`src/rtl/cpu_seq_ctrl_pkg.sv`:
```
`default_nettype none
// ============================================================================
//  Module   : cpu_pkg
//  Brief    : Shared types for the bit-serial CPU execution sequencer:
//             opcode, ALU select and FSM state encodings plus opcode decodes.
//  Revision : 1.0 - initial release
// ============================================================================
package cpu_pkg;

    typedef enum logic [3:0] {
        OP_NOP = 4'd0,
        OP_LDI = 4'd1,
        OP_ADD = 4'd2,
        OP_SUB = 4'd3,
        OP_AND = 4'd4,
        OP_OR  = 4'd5,
        OP_XOR = 4'd6,
        OP_OUT = 4'd7
    } opcode_e;

    typedef enum logic [2:0] {
        ALU_NONE   = 3'd0,
        ALU_PASS_B = 3'd1,
        ALU_ADD    = 3'd2,
        ALU_AND    = 3'd3,
        ALU_OR     = 3'd4,
        ALU_XOR    = 3'd5
    } alu_sel_e;

    typedef enum logic [1:0] {
        ST_IDLE   = 2'd0,
        ST_LOAD   = 2'd1,
        ST_EXEC   = 2'd2,
        ST_FINISH = 2'd3
    } state_e;

    // Ops that stream WIDTH bits through the serial ALU.
    function automatic logic is_shift_op(input logic [3:0] op);
        return (op >= OP_LDI) && (op <= OP_XOR);
    endfunction

    // Opcodes 8..15 are undefined.
    function automatic logic is_legal_op(input logic [3:0] op);
        return ~op[3];
    endfunction

    // Serial ALU function for each opcode; SUB reuses the adder with
    // an inverted B stream and carry-in of 1.
    function automatic alu_sel_e alu_decode(input logic [3:0] op);
        case (op)
            OP_LDI:         return ALU_PASS_B;
            OP_ADD, OP_SUB: return ALU_ADD;
            OP_AND:         return ALU_AND;
            OP_OR:          return ALU_OR;
            OP_XOR:         return ALU_XOR;
            default:        return ALU_NONE;
        endcase
    endfunction

endpackage
`default_nettype wire

```
`src/rtl/cpu_seq_ctrl_if.sv`:
```
`default_nettype none
// ============================================================================
//  Module   : cpu_seq_ctrl_if
//  Brief    : Loader handshake and datapath strobe bundle of the execution
//             sequencer. master = loader/datapath side, slave = sequencer.
//  Revision : 1.0 - initial release
// ============================================================================
interface cpu_seq_ctrl_if #(
    parameter int WIDTH = 8
);
    localparam int c_idx_w = $clog2(WIDTH);

    // loader -> sequencer
    logic               start;
    logic [3:0]         opcode;
    logic [11:0]        instr;

    // sequencer -> loader
    logic               busy;
    logic               done;
    logic               illegal;
    logic               start_drop;

    // sequencer -> datapath
    logic               op_load;
    logic [7:0]         imm;
    logic               carry_init;
    logic               carry_val;
    logic               b_invert;
    logic               shift_en;
    logic [c_idx_w-1:0] bit_idx;
    logic [2:0]         alu_sel;
    logic               out_we;

    modport master (
        output start, opcode, instr,
        input  busy, done, illegal, start_drop,
        input  op_load, imm, carry_init, carry_val, b_invert,
        input  shift_en, bit_idx, alu_sel, out_we
    );

    modport slave (
        input  start, opcode, instr,
        output busy, done, illegal, start_drop,
        output op_load, imm, carry_init, carry_val, b_invert,
        output shift_en, bit_idx, alu_sel, out_we
    );

endinterface
`default_nettype wire

```
`src/rtl/cpu_seq_ctrl.sv`:
```
`default_nettype none
// ============================================================================
//  Module   : cpu_seq_ctrl
//  Brief    : Execution sequencer of the bit-serial CPU. Captures an
//             instruction, then strobes operand load, WIDTH serial shift
//             cycles and the final write/done handshake.
//  Revision : 1.0 - initial release
// ============================================================================
module cpu_seq_ctrl #(
    parameter int WIDTH = 8
) (
    input  wire logic       clk,
    input  wire logic       rst,
    cpu_seq_ctrl_if.slave   bus
);
    import cpu_pkg::*;

    localparam int                 c_cnt_w    = $clog2(WIDTH);
    localparam logic [c_cnt_w-1:0] c_cnt_last = c_cnt_w'(WIDTH - 1);

    state_e             r_state;
    state_e             w_state_nxt;
    logic [c_cnt_w-1:0] r_cnt;
    logic [c_cnt_w-1:0] w_cnt_nxt;
    logic [3:0]         r_opcode;
    logic [7:0]         r_imm;
    logic               w_capture;

    logic               w_busy;
    logic               w_done;
    logic               w_illegal;
    logic               w_op_load;
    logic               w_carry_init;
    logic               w_carry_val;
    logic               w_b_invert;
    logic               w_shift_en;
    logic [c_cnt_w-1:0] w_bit_idx;
    alu_sel_e           w_alu_sel;
    logic               w_out_we;

    // instr[11:8] is reserved and deliberately not used.
    logic               w_unused_rsvd;
    assign w_unused_rsvd = ^bus.instr[11:8];

    // State, bit counter and instruction capture registers.
    always_ff @(posedge clk) begin
        if (rst) begin
            r_state  <= ST_IDLE;
            r_cnt    <= '0;
            r_opcode <= 4'd0;
            r_imm    <= 8'd0;
        end else begin
            r_state <= w_state_nxt;
            r_cnt   <= w_cnt_nxt;
            if (w_capture) begin
                r_opcode <= bus.opcode;
                r_imm    <= bus.instr[7:0];
            end
        end
    end

    // Next-state logic and state-decoded datapath strobes.
    always_comb begin
        w_state_nxt  = r_state;
        w_cnt_nxt    = r_cnt;
        w_capture    = 1'b0;
        w_done       = 1'b0;
        w_illegal    = 1'b0;
        w_op_load    = 1'b0;
        w_carry_init = 1'b0;
        w_carry_val  = 1'b0;
        w_b_invert   = 1'b0;
        w_shift_en   = 1'b0;
        w_bit_idx    = '0;
        w_out_we     = 1'b0;

        case (r_state)
            ST_IDLE: begin
                if (bus.start) begin
                    w_capture   = 1'b1;
                    w_state_nxt = ST_LOAD;
                end
            end
            ST_LOAD: begin
                w_op_load    = 1'b1;
                w_carry_init = 1'b1;
                w_carry_val  = (r_opcode == OP_SUB);
                w_cnt_nxt    = '0;
                w_state_nxt  = is_shift_op(r_opcode) ? ST_EXEC : ST_FINISH;
            end
            ST_EXEC: begin
                w_shift_en = 1'b1;
                w_bit_idx  = r_cnt;
                w_b_invert = (r_opcode == OP_SUB);
                if (r_cnt == c_cnt_last) begin
                    w_cnt_nxt   = '0;
                    w_state_nxt = ST_FINISH;
                end else begin
                    w_cnt_nxt = r_cnt + 1'b1;
                end
            end
            ST_FINISH: begin
                w_done      = 1'b1;
                w_out_we    = (r_opcode == OP_OUT);
                w_illegal   = ~is_legal_op(r_opcode);
                w_state_nxt = ST_IDLE;
            end
            default: begin
                w_state_nxt = ST_IDLE;
            end
        endcase
    end

    assign w_busy    = (r_state != ST_IDLE);
    // ALU function is held for the whole operation, parked at NONE in IDLE.
    assign w_alu_sel = w_busy ? alu_decode(r_opcode) : ALU_NONE;

    assign bus.busy       = w_busy;
    assign bus.done       = w_done;
    assign bus.illegal    = w_illegal;
    // Only combinational path from start: flag a request that is ignored.
    assign bus.start_drop = bus.start & w_busy;
    assign bus.op_load    = w_op_load;
    assign bus.imm        = r_imm;
    assign bus.carry_init = w_carry_init;
    assign bus.carry_val  = w_carry_val;
    assign bus.b_invert   = w_b_invert;
    assign bus.shift_en   = w_shift_en;
    assign bus.bit_idx    = w_bit_idx;
    assign bus.alu_sel    = w_alu_sel;
    assign bus.out_we     = w_out_we;

endmodule
`default_nettype wire

```
`src/flat_wrapper.sv`:
```
// flat-port wrapper written by rule: the top's interface ports become plain ports
module cpu_seq_ctrl_flat import cpu_pkg::*;
#(
    parameter int WIDTH = 8
)
  (clk, rst, bus_start, bus_opcode, bus_instr, bus_busy, bus_done, bus_illegal, bus_start_drop, bus_op_load, bus_imm, bus_carry_init, bus_carry_val, bus_b_invert, bus_shift_en, bus_bit_idx, bus_alu_sel, bus_out_we);
  cpu_seq_ctrl_if #(.WIDTH(WIDTH)) bus_i ();
  input  wire logic clk;
  input  wire logic rst;
  input wire logic [$bits(bus_i.start)-1:0] bus_start;
  input wire logic [$bits(bus_i.opcode)-1:0] bus_opcode;
  input wire logic [$bits(bus_i.instr)-1:0] bus_instr;
  output wire logic [$bits(bus_i.busy)-1:0] bus_busy;
  output wire logic [$bits(bus_i.done)-1:0] bus_done;
  output wire logic [$bits(bus_i.illegal)-1:0] bus_illegal;
  output wire logic [$bits(bus_i.start_drop)-1:0] bus_start_drop;
  output wire logic [$bits(bus_i.op_load)-1:0] bus_op_load;
  output wire logic [$bits(bus_i.imm)-1:0] bus_imm;
  output wire logic [$bits(bus_i.carry_init)-1:0] bus_carry_init;
  output wire logic [$bits(bus_i.carry_val)-1:0] bus_carry_val;
  output wire logic [$bits(bus_i.b_invert)-1:0] bus_b_invert;
  output wire logic [$bits(bus_i.shift_en)-1:0] bus_shift_en;
  output wire logic [$bits(bus_i.bit_idx)-1:0] bus_bit_idx;
  output wire logic [$bits(bus_i.alu_sel)-1:0] bus_alu_sel;
  output wire logic [$bits(bus_i.out_we)-1:0] bus_out_we;
  assign bus_i.start = bus_start;
  assign bus_i.opcode = bus_opcode;
  assign bus_i.instr = bus_instr;
  assign bus_busy = bus_i.busy;
  assign bus_done = bus_i.done;
  assign bus_illegal = bus_i.illegal;
  assign bus_start_drop = bus_i.start_drop;
  assign bus_op_load = bus_i.op_load;
  assign bus_imm = bus_i.imm;
  assign bus_carry_init = bus_i.carry_init;
  assign bus_carry_val = bus_i.carry_val;
  assign bus_b_invert = bus_i.b_invert;
  assign bus_shift_en = bus_i.shift_en;
  assign bus_bit_idx = bus_i.bit_idx;
  assign bus_alu_sel = bus_i.alu_sel;
  assign bus_out_we = bus_i.out_we;
  cpu_seq_ctrl #(.WIDTH(WIDTH)) u_core (.clk(clk), .rst(rst), .bus(bus_i));
endmodule
```
`config.mk`:
```
export PLATFORM = sky130hd
export DESIGN_NAME = cpu_seq_ctrl_flat
export DESIGN_NICKNAME = d
export VERILOG_FILES = /design/src/rtl/cpu_seq_ctrl_pkg.sv /design/src/rtl/cpu_seq_ctrl_if.sv /design/src/rtl/cpu_seq_ctrl.sv /design/src/flat_wrapper.sv
export SDC_FILE = /design/constraint.sdc
export NUM_CORES = 1
export LEC_CHECK = 0
export CAP_MARGIN = 25
export CORE_ASPECT_RATIO = 0.6
export CORE_MARGIN = 2
export CORE_UTILIZATION = 39
export DETAILED_ROUTE_END_ITERATION = 10
export HOLD_SLACK_MARGIN = 0.06
export MAX_ROUTING_LAYER = met4
export PLACE_DENSITY = 0.78
export SETUP_SLACK_MARGIN = 0.15
export SLEW_MARGIN = 10
export SYNTH_ARGS = -nofsm -noshare
export SYNTH_HDL_FRONTEND = slang
export SYNTH_SLANG_ARGS = --single-unit
```
`constraint.sdc`:
```
create_clock -name clk -period 1.95 [get_ports clk]
set_input_delay 0.39 -clock clk [delete_from_list [all_inputs] [get_ports clk]]
set_output_delay 0.39 -clock clk [all_outputs]
set_load 0.1 [all_outputs]
```
==> results.md <==
* Hold worst-path end: u_core.bus.imm[1]
* # IOs at between 40 and 50
* WL met3 at roughly 160 um
* Outcome: finished clean
* DRC viols at 0
* Max-capacitance violation count at 0
* CP endpoint kind: output port
* Rows at 13
* Syn Nets at 139
* Wl on met1 at 999 um
* Post-synth cell types at 23
* Period utilization at 0.911
* Number of CTS-inserted buffers at 3
* Setup Skew at 0.00381 ns
* CORE AREA at about 2100 sq um
* Vias per cell at between 4 and 5
* HP Start: u_core.bus.imm[1]
* Syn_area_per_cell at about 7.6 sq um
* Dpl hpwl at approximately 1800 um
* Final Instance Area at 1600 sq um
* WL/cell at ~13 um
* DR top layer: met4
* Clock tree buffer depth at 2
* Post-synth top area cell: dfxtp_1
* Initial Utilization at 0.406
* Initial antenna violation count at 0
* CP required at roughly 1.6 ns
* Post-layout min period at around 1.8 ns
* Total negative slack at 0 ns
* Cts hold-fix bufs at 0
* R2r worst-path depth at 6
* Vias at ~890
* Drt pass-1 iters at 4
* Power density over cell area at around 1700 nW/um^2
* # H-tree levels at 1
* RD Place Congestion at a little over 0.8
* LEAKAGE at around 0.00062 uW
* Slew @ Worst Pin at between 0.4 and 0.5 ns
* Global Route Usage Sum at 0.206
* Setup slack, reg-to-reg at 0.43 ns
* Iter 0 DRT Violations at 23
* Worst flop-to-flop path endpoint: u_core.r_opcode[2]
* Layout Nets at 179
* Fmax at between 0.5 and 0.6 GHz
* Die W at between 60 and 70 um
* Syn Inst Count at 114
* Worst-skew pair later-pin latency at approximately 0.25 ns
* Clock edge transition at the registers on the reported setup and hold paths at 0.07 ns
* CTS sink cnt at 17
* DP Worst Slack at 0.280 ns
* Gr ovfl total at 0
* CTS tree: built
* Share of the synthesized area in the top cell type at 0.390
* Die ar. at 2640 sq um
* Share of layout cells above drive strength 1 at 0.399
* Final hold viol count at 0
* Final WS setup at between 0.15 and 0.2 ns
* Max FO, Critical Path at 5
* Fin. max-slew vios at 0
* Critical path type: register to output port
* CTS root buf: clkbuf_8
* Hold Crit Class: register to register
* Fin Hold WS at about 0.46 ns
* Synth top area cells: dfxtp_1 39%, nand2_1 12%, a21oi_1 9.8%
* Data arrival, critical path at roughly 1.4 ns
* First-pass GRT wire length at 3820 um
* Slew margin rel. at 0.709
* Synthesized area at 872 sq um
* R2r startpoint: u_core.r_state[1]
* Area Overhead vs Synth at 83.9%
* Port Buffer Count at 38
* CP Launch Type: register
* Setup-failing EPs final at 0
* Antenna cells at 0
* RSZ-0062 raised after global routing: yes
* Routed Antenna Nets at 0
* Worst Hold Depth at 2
* Placed inst area at 1520 sq um
* Die boundary height at 40.6 um
* Worst VDD drop at 776 uV
* Met2 WL at 1150 um
* Largest net degree at the start of global routing at 18
* Seq/Total Area, Yosys at 0.390
* Vias in the first global route at around 800
* Synthesized flop and latch total at 17
* Ys Warns at 0
* Final wirelength at around 2400 um
cells in the final DEF (no fill, tap or decap), types with 2 or more instances in the layout:
cell type	instances
a21oi_1	16
o21ai_0	2
ha_1	2
buf_4	11
dfxtp_1	11
nand3_1	4
clkbuf_8	3
dfxtp_2	2
dfxtp_4	4
nor2_1	5
nand2_1	28
buf_12	16
inv_2	2
clkdlybuf4s50_1	14
and2_4	6
nor3_4	2
mux2i_1	2
ha_2	3
nand2b_1	4
cells in the mapped netlist:
| library cell | number |
|---|---|
| dfxtp_1 | 17 |
| buf_4 | 1 |
| clkbuf_1 | 3 |
| nor4b_1 | 1 |
| nor3_2 | 1 |
| nor2b_1 | 1 |
| nor2_1 | 6 |
| nand2_1 | 28 |
| ha_1 | 6 |
| inv_1 | 4 |
| nand2b_1 | 5 |
| buf_2 | 2 |
| nand3_1 | 4 |
| and2_1 | 7 |
| a21oi_1 | 17 |
| nand4_1 | 1 |
| or3_1 | 1 |
| o21ai_0 | 2 |
| mux2i_1 | 2 |
| buf_6 | 1 |
| nor3_1 | 2 |
| a211oi_1 | 1 |
| xnor2_1 | 1 |
state kept, by name (all words and copies together), names as in the netlist:
| register | count |
|---|---|
| u_core.r_state | 2 |
| u_core.r_cnt | 3 |
| u_core.r_opcode | 4 |
| u_core.bus.imm | 8 |
timing repair:
action                     4_1_cts  5_1_grt
gates resized for setup          3        6
buffers inserted                 0        2
pin swaps                        0        4
setup endpoints to repair        4        5
cloned                           0        0
worst max path at each step:
stage | start | end | slack (ns) | cells after the start
after CTS | u_core.r_state[0] | bus_alu_sel[2] | 0.16 | 4
after global placement | bus_start | bus_start_drop | 0.28 | 3
after detailed placement | bus_start | bus_start_drop | 0.28 | 3
after global routing | u_core.r_state[1] | bus_alu_sel[0] | 0.13 | 5
after floorplan | u_core.r_state[0] | bus_alu_sel[2] | -0.09 | 3
final | u_core.r_state[1] | bus_alu_sel[2] | 0.17 | 4
final cells by class:
type / count / area [sq um]
Multi-Input combinational cell: 86 / 591
Clock buffer: 3 / 41.3
Clock inverter: 1 / 5.00
Inverter: 4 / 17.5
Tap cell: 30 / 37.5
Sequential cell: 17 / 358
Fill cell: 152 / 543
Timing Repair Buffer: 42 / 554
where the power goes:
part	internal [uW]	switching, uW	total (uW)
Clock	142	119	261
Sequential	439	104	543
Combinational	659	1240	1900
Total	1240	1470	2710
cells by family after synthesis:
group | Yosys count | share of synthesized area
xor+xnor | 1 | 0.0100
flops | 17 | 0.390
compound gates | 20 | 0.118
fa+ha+maj | 6 | 0.0861
buf+inv | 11 | 0.0631
mux | 2 | 0.0230
simple gates | 57 | 0.310
worst max-delay path, stage by stage, from the launching register on:
cell and delay, ns:
dfxtp_4 0.37, inv_2 0.06, ha_4 0.19, nor4b_4 0.30, buf_12 0.21
metal layers:
metal	vias to the layer above	GRT usage
met5	-	-
met4	0	0.109
met3	4	0.0467
met2	36	0.356
met1	392	0.237
li1	453	-
stage by stage:
stage	util	power [uW]	instances
detailed placement	0.707	2370	177
global placement	0.707	2320	177
CTS	0.730	2630	181
floorplan	-	1850	114
global route	0.747	2840	183
finish	0.747	2710	183
Power figures use the tool's default switching activity.
